### src/rtl/alu_pkg.sv
// Shared types and constants for the LEGv8-style execute-stage ALU.
package alu_pkg;

   localparam int unsigned ALU_WIDTH = 64;

   typedef enum logic [3:0] {
      ALU_AND   = 4'b0000,
      ALU_OR    = 4'b0001,
      ALU_ADD   = 4'b0010,
      ALU_SUB   = 4'b0110,
      ALU_PASSB = 4'b0111,
      ALU_NOR   = 4'b1100
   } alu_op_t;

endpackage

### src/rtl/alu_addsub.sv
// Combinational adder/subtractor: sub_i inverts b_i and injects a carry-in of 1.
module alu_addsub #(
   parameter int unsigned Width = 64
) (
   input  logic [Width-1:0] a_i,
   input  logic [Width-1:0] b_i,
   input  logic             sub_i,
   output logic [Width-1:0] sum_o,
   output logic             carry_o,
   output logic             ovf_o
);

   logic [Width-1:0] b_eff;
   logic [Width:0]   full_sum;

   always_comb begin
      b_eff    = sub_i ? ~b_i : b_i;
      full_sum = {1'b0, a_i} + {1'b0, b_eff} + {{Width{1'b0}}, sub_i};
      sum_o    = full_sum[Width-1:0];
      carry_o  = full_sum[Width];
      // Same-sign operands (after inversion) whose sum flips sign overflowed.
      ovf_o    = (a_i[Width-1] == b_eff[Width-1]) && (sum_o[Width-1] != a_i[Width-1]);
   end

endmodule

### src/rtl/alu.sv
// Registered LEGv8 ALU: operation mux and flag generation feeding one output register.
module alu
   import alu_pkg::*;
#(
   parameter int unsigned WIDTH = ALU_WIDTH
) (
   input  logic             clk,
   input  logic             rst_n,
   input  logic [WIDTH-1:0] A,
   input  logic [WIDTH-1:0] B,
   input  logic [3:0]       SELECT,
   output logic [WIDTH-1:0] OUT,
   output logic             ZERO,
   output logic             NEG,
   output logic             CARRY,
   output logic             OVF
);

   logic [WIDTH-1:0] sum;
   logic             sum_carry;
   logic             sum_ovf;
   logic             is_sub;

   logic [WIDTH-1:0] out_d, out_q;
   logic             zero_d, zero_q;
   logic             neg_d, neg_q;
   logic             carry_d, carry_q;
   logic             ovf_d, ovf_q;

   assign is_sub = (SELECT == ALU_SUB);

   alu_addsub #(
      .Width (WIDTH)
   ) u_addsub (
      .a_i     (A),
      .b_i     (B),
      .sub_i   (is_sub),
      .sum_o   (sum),
      .carry_o (sum_carry),
      .ovf_o   (sum_ovf)
   );

   always_comb begin
      out_d   = '0;
      carry_d = 1'b0;
      ovf_d   = 1'b0;
      case (SELECT)
         ALU_AND:   out_d = A & B;
         ALU_OR:    out_d = A | B;
         ALU_ADD, ALU_SUB: begin
            out_d   = sum;
            carry_d = sum_carry;
            ovf_d   = sum_ovf;
         end
         ALU_PASSB: out_d = B;
         ALU_NOR:   out_d = ~(A | B);
         default:   out_d = '0;
      endcase
      zero_d = (out_d == '0);
      neg_d  = out_d[WIDTH-1];
   end

   always_ff @(posedge clk or negedge rst_n) begin
      if (!rst_n) begin
         out_q   <= '0;
         zero_q  <= 1'b1;
         neg_q   <= 1'b0;
         carry_q <= 1'b0;
         ovf_q   <= 1'b0;
      end else begin
         out_q   <= out_d;
         zero_q  <= zero_d;
         neg_q   <= neg_d;
         carry_q <= carry_d;
         ovf_q   <= ovf_d;
      end
   end

   assign OUT   = out_q;
   assign ZERO  = zero_q;
   assign NEG   = neg_q;
   assign CARRY = carry_q;
   assign OVF   = ovf_q;

endmodule

### config.mk
export PLATFORM = sky130hd
export DESIGN_NAME = alu
export DESIGN_NICKNAME = d
export VERILOG_FILES = /design/src/rtl/alu_pkg.sv /design/src/rtl/alu_addsub.sv /design/src/rtl/alu.sv
export SDC_FILE = /design/constraint.sdc
export NUM_CORES = 1
export LEC_CHECK = 0
export BUFFER_PORTS_ARGS = -buffer_cell sky130_fd_sc_hd__buf_2
export CORE_ASPECT_RATIO = 1.75
export CORE_MARGIN = 2
export CORE_UTILIZATION = 51
export CTS_CLUSTER_SIZE = 30
export DETAILED_ROUTE_END_ITERATION = 6
export GPL_ROUTABILITY_DRIVEN = 0
export PLACE_DENSITY = 0.79
export RECOVER_POWER = 25
export SYNTH_ARGS = -nofsm -noshare
export SYNTH_HDL_FRONTEND = slang
export SYNTH_SLANG_ARGS = --single-unit
### constraint.sdc
create_clock -name clk -period 0.8 [get_ports clk]
set_input_delay 0.08 -clock clk [delete_from_list [all_inputs] [get_ports clk]]
set_output_delay 0.08 -clock clk [all_outputs]
set_load 0.05 [all_outputs]
==> impl_metrics.ini, run 1 <==
[outcome]
status = did not finish
haltStage = 5_1_grt
stop_error = [ERROR GRT-0116] Global routing finished with congestion. Check the congestion regions in the DRC Viewer.

[synth]
synth.distinct_cells = 79
synth_top_area_share = 0.1785
synth_cells = 1191
synth_area_leaders = dfrtp_1, ha_1, xor2_1
synthArstFlopShare = 1.000
yosys_warnings = 0
yosysTopAreaCell = dfrtp_1
synth_area_per_cell_sq_um = 7.767
synth-seq-cells = 67
syn_nets = 1402
ys_seq_area_frac = 0.1814
syn_area_sq_um = 9250
synth-main-ff-cell = dfrtp_1
synth_edf_count = 0

[die]
num_io_pins = 202
rows = 65
die_h_microns = 182.2
start_util = 0.5170
dieWidth_microns = 105.8

[cts]
cts_made_buffers = 9
htreeDepth = 3
clockBufferDepth = 2
cts_root_buf = clkbuf_16
cts_sinks = 67

[global_route]
grt_pass1_wl_microns = 108500
grtUsageTotal = 0.7106
grt_max_degree = 72
grt_pass1_vias = 17600
overflow = 292

[place]
dpl.hpwl_microns = 33420
port-buffer-count = 201
## synth_stat cells (11+ instances only)
cell type and instances:
a21o_1 19, a21oi_1 89, a22o_1 64, a22oi_1 50, a31oi_1 13, buf_1 16
clkbuf_1 50, dfrtp_1 66, ha_1 76, inv_1 24, maj3_1 60, nand2_1 79
nand3_1 11, nand4_1 34, nor2_1 126, nor3_1 22, o21a_1 13, o21ai_0 99
o21bai_1 12, xnor2_1 23, xor2_1 92
## per-layer routing
metal	global-route usage	GRT overflow
met3	0.5075	3
met4	0.7311	118
met1	0.6842	0
met5	0.1032	0
met2	0.9373	171
## repair_timing
action	in CTS
endpoints found under the hold margin	67
pin swaps	80
hold buffers	1
gates cloned	1
setup endpoints to repair	135
setup buffers	45
resized for setup	324
## cells by family after synthesis
family	count (synthesis)	share of synthesized area
AO/OA/AOI/OAI	433	0.3154
AND/OR/NAND/NOR	338	0.1772
adder cells (fa/ha/maj)	137	0.1699
XOR/XNOR	115	0.1089
buffers and inverters	96	0.04139
flip-flops	67	0.1814
multiplexers	5	0.005816
## stage by stage
stage               worst slack (ns)  std cells  setup TNS, ns  area (sq um)
CTS                           -3.098       2061        -142.38         15750
detailed placement            -3.620       2007        -166.28         13920
floorplan                     -3.117       1191        -126.09          9559
global placement              -3.591       2007        -160.47         13920
==> run 2: changes to the inputs <==
- CORE_ASPECT_RATIO: 1.75 -> unset
- CORE_UTILIZATION: 51 -> 40
- CTS_CLUSTER_SIZE: 30 -> unset
- PLACE_DENSITY: 0.79 -> unset
- PLACE_DENSITY_LB_ADDON: unset -> 0.15
- clock period: 0.8 -> 1 ns (I/O delays scaled with it)
==> run 2 against run 1 <==
- the flow now finishes, with violations (negative setup slack)
- synthesized cell count unchanged
- area after synthesis unchanged
==> impl_metrics.ini, run 2 <==
[global_route]
grt_max_degree = 55
overflow = 0
grt_pass1_vias = 12710
grt_pass1_wl_microns = 66100
antenna_found_initial = 0
grtUsageTotal = 0.3440

[cts]
cts_sinks = 67
htreeDepth = 3
cts_tree = done
clockBufferDepth = 2
path_clk_slew_ns = 0.06
cts_made_buffers = 9
cts_root_buf = clkbuf_16

[drt]
drc = 0
drt-initial-drc-count = 1775
highest_layer = met4
antenna_left = 0
routedWlPerCell_microns = 23.52
vias = 13930
dr.pass1.iters = 6
dr_wl_met2_microns = 23350
wl_met1_microns = 18430
wl_met3_microns = 5225
viasPerCell = 6.370
drt_wl_total_microns = 51430

[synth]
yosysTopAreaCell = dfrtp_1
yosys_warnings = 0
synth.distinct_cells = 79
syn_area_sq_um = 9250
synth_cells = 1191
synth_area_leaders = dfrtp_1, ha_1, xor2_1
ys_seq_area_frac = 0.1814
synth-seq-cells = 67
synth_top_area_share = 0.1785
synth_area_per_cell_sq_um = 7.767
synthArstFlopShare = 1.000
yosys-top-cells-count = nor2_1, o21ai_0, xor2_1, a21oi_1, nand2_1
synth_edf_count = 0
synth_most_common_cell = nor2_1
syn_nets = 1402
synth-main-ff-cell = dfrtp_1

[worst_setup_path]
cp_max_fo = 5
slowest_stage = or4_4
max_stage_delay_ns = 0.55
crit_chain = buf_6 > and4bb_4 > buf_12 > buf_8 > xor2_2 > ha_4 > o211ai_1 > a21oi_4 > buf_6 > o2111a_1 > o21ai_0 > nand4b_1 > or4_4 > or4_4 > nor4b_4 > nand4b_1 > nor3_2 > nand4_1 > nor4_2
cp.arrival_ns = 4.64
worstPathRequired_ns = 1.27
critPathKind = input pin to flip-flop
endpoint_kind = flip-flop
cp-start-kind = input pin

[hold_path]
hold_path_class = input pin to flip-flop
hold_start = A[63]
whs_path_depth = 4
min_to = OVF$_DFF_PN0_

[layout]
final_common_cell = buf_4
final_core_util = 0.7845
diodes = 0
syn_to_final_growth_pct = 92.01
nets = 2108
layout-drive-gt1-share = 0.5641
final_cells = 2187
mostFrequentLayoutCells = buf_4, buf_6, buf_2
largest_reg_flops = 63

[die]
coreArea_sq_um = 22640
dieWidth_microns = 156.1
die_h_microns = 156.1
start_util = 0.4086
die-area_sq_um = 24360
num_io_pins = 202
rows = 55

[sta]
rsz0062_at_grt = yes
hold_violations = 0
maxSlewViolCount = 0
tightest_slew_ns = 0.5548
relSlewSlack = 0.6263
fin_setup_tns_ns = -127.52
setup_ws_ns = -3.363
fin_crit_sh = 4.363
fmax_mhz = 229.2
setup_viol = 85
period_minus_slack_ns = 4.363

[outcome]
status = complete, but fails checks
violations = negative setup slack

[pwr]
power_density_nw_per_um2 = 1117
power_uw = 19850
p_leak_uw = 0.008203
ir_drop_mv = 0.8565

[place]
placed_cells = 2079
dpl.hpwl_microns = 30750
port-buffer-count = 201
pre_cts_ws_ns = -3.692

[flow_run]
cap_violations = 0
[run 2: cell counts after synthesis]
No cell type changed its count.
[run 2: cell families (layout without fill, tap and decap cells)]
logic type,Yosys count,after routing,synth area share
compound gates,433,433,0.3154
xor+xnor,115,115,0.1089
fa+ha+maj,137,137,0.1699
buf+inv,96,807,0.04139
flops,67,67,0.1814
mux,5,5,0.005816
simple gates,338,338,0.1772
[run 2: layout make-up]
| class | instances | area, sq um |
|---|---|---|
| fill | 1317 | 4880 |
| tap | 285 | 356.6 |
| timing repair buffer | 767 | 6183 |
| multi-input combinational | 1028 | 9128 |
| clock inverter | 7 | 100.1 |
| clock buffer | 9 | 225.2 |
| inverter | 24 | 90.09 |
| sequential | 67 | 1678 |
[run 2: layer usage]
metal,vias to the layer above,track usage
li1,5883,-
met1,6549,0.4255
met2,1093,0.5805
met3,407,0.05500
met4,0,0.1726
met5,-,0
[run 2: worst max-delay path by stage]
stage / start / endpoint / slack, ns / depth (start not counted)
finish: SELECT[0] / ZERO$_DFF_PN1_ / -3.36 / 19
floorplan: SELECT[2] / ZERO$_DFF_PN1_ / -2.94 / 19
detailed placement: SELECT[0] / ZERO$_DFF_PN1_ / -3.69 / 17
CTS: SELECT[3] / ZERO$_DFF_PN1_ / -3.16 / 24
global route: SELECT[0] / ZERO$_DFF_PN1_ / -3.38 / 19
global placement: SELECT[0] / ZERO$_DFF_PN1_ / -3.70 / 19
[run 2: per-stage QoR]
step / instance area, sq um / hold slack [ns]
floorplan: 9554 / -0.1956
global placement: 14140 / 0.05026
detailed placement: 14140 / 0.04238
CTS: 16140 / 0.1535
global route: 17760 / 0.1717
finish: 17760 / 0.1534
[run 2: power by group]
group          switching (uW)  internal [uW]  leakage (uW)  total, uW
clock network            1590           2210      0.000149       3790
registers                 133           2960      0.000888       3100
logic                    6930           6030       0.00717      13000
[run 2: critical path, delay by kind of cell]
kind,cells,cell delay (ns)
and+or+nand+nor,9,2.79
xor gates and xnor gates,1,0.19
buffers and inverters,4,0.49
adders and majority gates,1,0.25
AOI/OAI and AO/OA,4,0.81
[run 2: timing repair]
| item | 4_1_cts | 5_1_grt |
|---|---|---|
| hold endpoints to repair | 29 | 0 |
| gates cloned | 2 | 2 |
| setup buffers | 68 | 51 |
| hold buffers | 1 | 0 |
| resized for setup | 288 | 351 |
| setup endpoints to repair | 135 | 135 |
| pin swaps | 96 | 117 |
Power figures use the tool's default switching activity.
